File: config.mk
export PLATFORM = sky130hd
export DESIGN_NAME = serializador_acumulador
export DESIGN_NICKNAME = d
export VERILOG_FILES = /design/src/rtl/serializador_acumulador.sv
export SDC_FILE = /design/constraint.sdc
export NUM_CORES = 1
export LEC_CHECK = 0
export CORE_ASPECT_RATIO = 1.5
export CORE_MARGIN = 4
export CORE_UTILIZATION = 45
export DETAILED_ROUTE_END_ITERATION = 10
export DONT_BUFFER_PORTS = 1
export SLEW_MARGIN = 15
export SYNTH_ARGS = -nofsm -noshare
export SYNTH_HDL_FRONTEND = slang
export SYNTH_SLANG_ARGS = --single-unit
File: constraint.sdc
create_clock -name clk -period 4.8 [get_ports clk]
set_input_delay 0.48 -clock clk [delete_from_list [all_inputs] [get_ports clk]]
set_output_delay 0.48 -clock clk [all_outputs]
set_load 0.01 [all_outputs]
File: src/rtl/serializador_acumulador.sv
// Captures {overflow, accumulated value} samples into a small FIFO and ships each one
// as a 10-bit serial frame: start, d[0]..d[5], ovf, even parity, stop.
module serializador_acumulador #(
  parameter int FIFO_DEPTH = 4,
  parameter int DIV        = 4
) (
  input  logic       clk,
  input  logic       i_rst_n,
  input  logic [5:0] i_data,
  input  logic       i_overflow,
  input  logic       i_capture,
  output logic       o_tx,
  output logic       o_busy,
  output logic       o_full,
  output logic       o_drop
);
  localparam int AW = (FIFO_DEPTH > 1) ? $clog2(FIFO_DEPTH) : 1;
  localparam int DW = (DIV > 1) ? $clog2(DIV) : 1;

  typedef enum logic {S_IDLE, S_SEND} state_t;

  state_t         r_state, w_state_n;
  logic [6:0]     r_mem [FIFO_DEPTH];
  logic [AW-1:0]  r_wptr, r_rptr;
  logic [AW:0]    r_count, w_count_n;
  logic [8:0]     r_frame, w_frame_n;
  logic [3:0]     r_bit, w_bit_n;
  logic [DW-1:0]  r_div, w_div_n;
  logic           r_tx, w_tx_n, r_busy, w_busy_n, r_full, r_drop;
  logic           w_full, w_empty, w_push, w_pop, w_load;
  logic [6:0]     w_head;

  // Fullness comes from the registered count, so a pop at the same edge cannot make room.
  assign w_full  = (r_count == (AW+1)'(FIFO_DEPTH));
  assign w_empty = (r_count == '0);
  assign w_push  = i_capture && !w_full;
  assign w_head  = r_mem[r_rptr];

  always_ff @(posedge clk) begin
    if (w_push) r_mem[r_wptr] <= {i_overflow, i_data};
  end

  always_comb begin
    w_count_n = r_count;
    if (w_push && !w_pop)      w_count_n = r_count + (AW+1)'(1);
    else if (!w_push && w_pop) w_count_n = r_count - (AW+1)'(1);
  end

  always_ff @(posedge clk or negedge i_rst_n) begin
    if (!i_rst_n) begin
      r_wptr  <= '0;
      r_rptr  <= '0;
      r_count <= '0;
      r_full  <= 1'b0;
      r_drop  <= 1'b0;
    end else begin
      if (w_push) r_wptr <= r_wptr + AW'(1);
      if (w_pop)  r_rptr <= r_rptr + AW'(1);
      r_count <= w_count_n;
      r_full  <= (w_count_n == (AW+1)'(FIFO_DEPTH));
      r_drop  <= i_capture && w_full;
    end
  end

  always_ff @(posedge clk or negedge i_rst_n) begin
    if (!i_rst_n) begin
      r_state <= S_IDLE;
      r_frame <= '0;
      r_bit   <= '0;
      r_div   <= '0;
      r_tx    <= 1'b1;
      r_busy  <= 1'b0;
    end else begin
      r_state <= w_state_n;
      r_frame <= w_frame_n;
      r_bit   <= w_bit_n;
      r_div   <= w_div_n;
      r_tx    <= w_tx_n;
      r_busy  <= w_busy_n;
    end
  end

  // r_frame holds the bits after the start bit: {stop, parity, ovf, d[5:0]}.
  always_comb begin
    w_state_n = r_state;
    w_frame_n = r_frame;
    w_bit_n   = r_bit;
    w_div_n   = r_div;
    w_tx_n    = r_tx;
    w_busy_n  = r_busy;
    w_load    = 1'b0;
    case (r_state)
      S_IDLE: w_load = !w_empty;
      S_SEND: begin
        if (r_div == DW'(DIV - 1)) begin
          w_div_n = '0;
          if (r_bit == 4'd9) begin
            if (!w_empty) begin
              w_load = 1'b1;
            end else begin
              w_state_n = S_IDLE;
              w_tx_n    = 1'b1;
              w_busy_n  = 1'b0;
            end
          end else begin
            w_bit_n = r_bit + 4'd1;
            w_tx_n  = r_frame[r_bit];
          end
        end else begin
          w_div_n = r_div + DW'(1);
        end
      end
      default: w_state_n = S_IDLE;
    endcase
    if (w_load) begin
      w_state_n = S_SEND;
      w_frame_n = {1'b1, ^w_head, w_head};
      w_bit_n   = '0;
      w_div_n   = '0;
      w_tx_n    = 1'b0;
      w_busy_n  = 1'b1;
    end
    w_pop = w_load;
  end

  assign o_tx   = r_tx;
  assign o_busy = r_busy;
  assign o_full = r_full;
  assign o_drop = r_drop;
endmodule

==> impl_metrics.env <==
export IMPL_clk_insertion_delay_late_ps=300
export IMPL_critPathArrivalTime_ps=2760
export IMPL_drc=0
export IMPL_dieArea_um2=7030
export IMPL_crit_path_end_kind="flop"
export IMPL_h_tree_depth=2
export IMPL_dp_hpwl_mm=3.00
export IMPL_nets=207
export IMPL_place_inst=248
export IMPL_cts_buffers=5
export IMPL_final_common_cell="edfxtp_1"
export IMPL_setup_violations=0
export IMPL_fin_hold_ws_ps=266
export IMPL_cp_required_ps=4990
export IMPL_max_cap_violations=0
export IMPL_initial_utilization_pct=46.6
export IMPL_vias=1425
export IMPL_drt_wirelength_per_cell_um=15.9
export IMPL_reg2reg_depth=6
export IMPL_slew_violations=0
export IMPL_drtAntennaViolNets=0
export IMPL_post_cts_buffers=0
export IMPL_tightest_slew_ps=893
export IMPL_first_pass_iters=6
export IMPL_postSynthAreaPerCell_um2=13.7
export IMPL_fin_crit_ps=2570
export IMPL_clock_root_buffer="clkbuf_8"
export IMPL_grt_pass1_vias=1561
export IMPL_ys_types=39
export IMPL_max_slew_margin_pct=40.5
export IMPL_finClkSkew_ps=2.46
export IMPL_coreArea_um2=5530
export IMPL_grtUsageTotal_pct=12.8
export IMPL_grt_pass1_wl_mm=7.13
export IMPL_drive_gt1_share_pct=14.9
export IMPL_power_density_nw_per_um2=608
export IMPL_antenna_found_initial=0
export IMPL_area_growth_pct=6.21
export IMPL_rsz0062_at_grt="false"
export IMPL_post_cts_resized=0
export IMPL_ir_drop_uv=291
export IMPL_crit_type="reg2reg"
export IMPL_yosysWarnings=0
export IMPL_clockBufferDepth=2
export IMPL_fmax_ghz=0.389
export IMPL_netlist_area_leader_share_pct=32.6
export IMPL_status="complete, no violations"
export IMPL_grt_max_degree=28
export IMPL_instances_no_fill=258
export IMPL_fin_setup_tns_ps=0
export IMPL_drt_initial_drc_count=76
export IMPL_drt_vias_per_instance=5.52
export IMPL_worstPathMaxFanout=17
export IMPL_power_total_uw=1670
export IMPL_hp_class="in2reg"
export IMPL_die_y_um=101
export IMPL_synthTopCellsByArea="edfxtp_1, dfrtp_1, mux4_2, ha_1, mux2_2"
export IMPL_cts_sinks=55
export IMPL_post_route_util_pct=49.5
export IMPL_yosysSeqAreaShare_pct=58.8
export IMPL_synth_nets=208
export IMPL_gp_congestion=0.708
export IMPL_p_leak_uw=0.00107
export IMPL_diodes=0
export IMPL_cts_tree="done"
export IMPL_wl_mm=4.10
export IMPL_mostFrequentLayoutCells="edfxtp_1, dfrtp_1, nand2_1, ha_1"
export IMPL_pin_count=14
export IMPL_syn_area_um2=2580
export IMPL_synth_seq_cells=55
export IMPL_cp_start_kind="flop"
export IMPL_fin_crit_sh_pct=53.5
export IMPL_yosys_area_top_type="edfxtp_1"
export IMPL_hold_viol_final=0
export IMPL_rows=33
export IMPL_postSynthCellCount=188
export IMPL_io_buffers=0
export IMPL_path_clk_slew_ps=100
export IMPL_hold_path_depth=0
export IMPL_gr_total_overflow=0
export IMPL_die_w_um=69.8
==> cells by family (layout without fill, tap and decap cells) <==
| logic type | count (synthesis) | in the layout | synth area share (%) |
|---|---|---|---|
| flops | 55 | 55 | 58.8 |
| fa+ha+maj | 10 | 10 | 4.85 |
| xor+xnor | 12 | 12 | 4.07 |
| mux | 18 | 18 | 12.4 |
| buf+inv | 17 | 17 | 3.01 |
| simple gates | 44 | 44 | 9.07 |
| compound gates | 32 | 32 | 7.81 |
==> cell usage after synthesis (all sizes together) <==
| library cell | number |
|---|---|
| nand2 | 14 |
| buf | 5 |
| a31oi | 1 |
| inv | 7 |
| nand4 | 2 |
| o211ai | 3 |
| nand4b | 1 |
| o21ai | 8 |
| nor2b | 2 |
| a2111oi | 1 |
| and3 | 7 |
| o21a | 2 |
| xnor2 | 8 |
| a22o | 2 |
| o31ai | 1 |
| or2 | 1 |
| mux4 | 9 |
| a21boi | 1 |
| dfrtp | 26 |
| nor3 | 3 |
| and2 | 1 |
| mux2 | 9 |
| ha | 10 |
| nor3b | 1 |
| clkbuf | 5 |
| nor2 | 8 |
| nand2b | 3 |
| xor2 | 4 |
| o22ai | 3 |
| a21oi | 9 |
| dfstp | 1 |
| edfxtp | 28 |
| nand3 | 1 |
| a21o | 1 |
==> registers in the layout, summed over array words and instances, names as in the netlist <==
| register | cells |
|---|---|
| r_mem | 28 |
| r_frame | 9 |
| r_bit | 4 |
| r_count | 3 |
| r_div | 2 |
| r_rptr | 2 |
| r_wptr | 2 |
| o_busy | 1 |
| o_drop | 1 |
| o_full | 1 |
| o_tx | 1 |
| r_state | 1 |
==> report_power, final <==
group          total (uW)  switching, uW  internal (uW)
clock network         256            152            105
logic                 616            288            328
registers             794            140            654
total                1670            580           1090
==> cell type report <==
| cell class | count | area (um2) |
|---|---|---|
| Clock inverter | 3 | 25.0 |
| Inverter | 7 | 26.3 |
| Tap cell | 70 | 87.6 |
| Fill cell | 489 | 2790 |
| Sequential cell | 55 | 1520 |
| Timing Repair Buffer | 2 | 30.0 |
| Multi-Input combinational cell | 116 | 985 |
| Clock buffer | 5 | 68.8 |
==> metrics by stage <==
step,instance area (um2),setup WS [ps]
after floorplan,2580,2840
after global placement,2620,2320
after detailed placement,2620,2200
after CTS,2740,2180
after global routing,2740,1960
final,2740,2230
==> final timing paths <==
kind / start / to / slack, ps
worst min register to register: r_frame[8] / r_frame[8] / 510
max in group asynchronous: i_rst_n / o_tx / 3980
worst min-delay path: i_data[4] / r_mem[0][4] / 270
worst max-delay path: r_bit[0] / o_full / 2230
min in group asynchronous: i_rst_n / r_bit[2] / 600
worst max register to register: r_bit[0] / o_full / 2230
==> worst max-delay path, cell delays in order, from the launching register on <==
cell       delay (ps)
dfrtp_1           540
ha_1              290
nand4b_4          170
a21oi_2           720
and3_1            260
o21ai_0            90
a2111oi_1         380
==> per-layer routing <==
| metal | routed length [um] | share of wire [%] | up-vias | track usage [%] |
|---|---|---|---|---|
| li1 | - | - | 683 | - |
| met1 | 1620 | 39 | 703 | 13.3 |
| met2 | 2250 | 55 | 28 | 24.2 |
| met3 | 134 | 3.3 | 11 | 3.39 |
| met4 | 99 | 2.4 | 0 | 5.16 |
| met5 | 0 | 0 | - | 0 |
==> what timing repair did <==
action / in CTS / in global routing
endpoints found under the setup margin: 0 / 0
hold endpoints to repair: 27 / 0
hold buffers: 2 / 0
(Power assumes the default switching activity.)
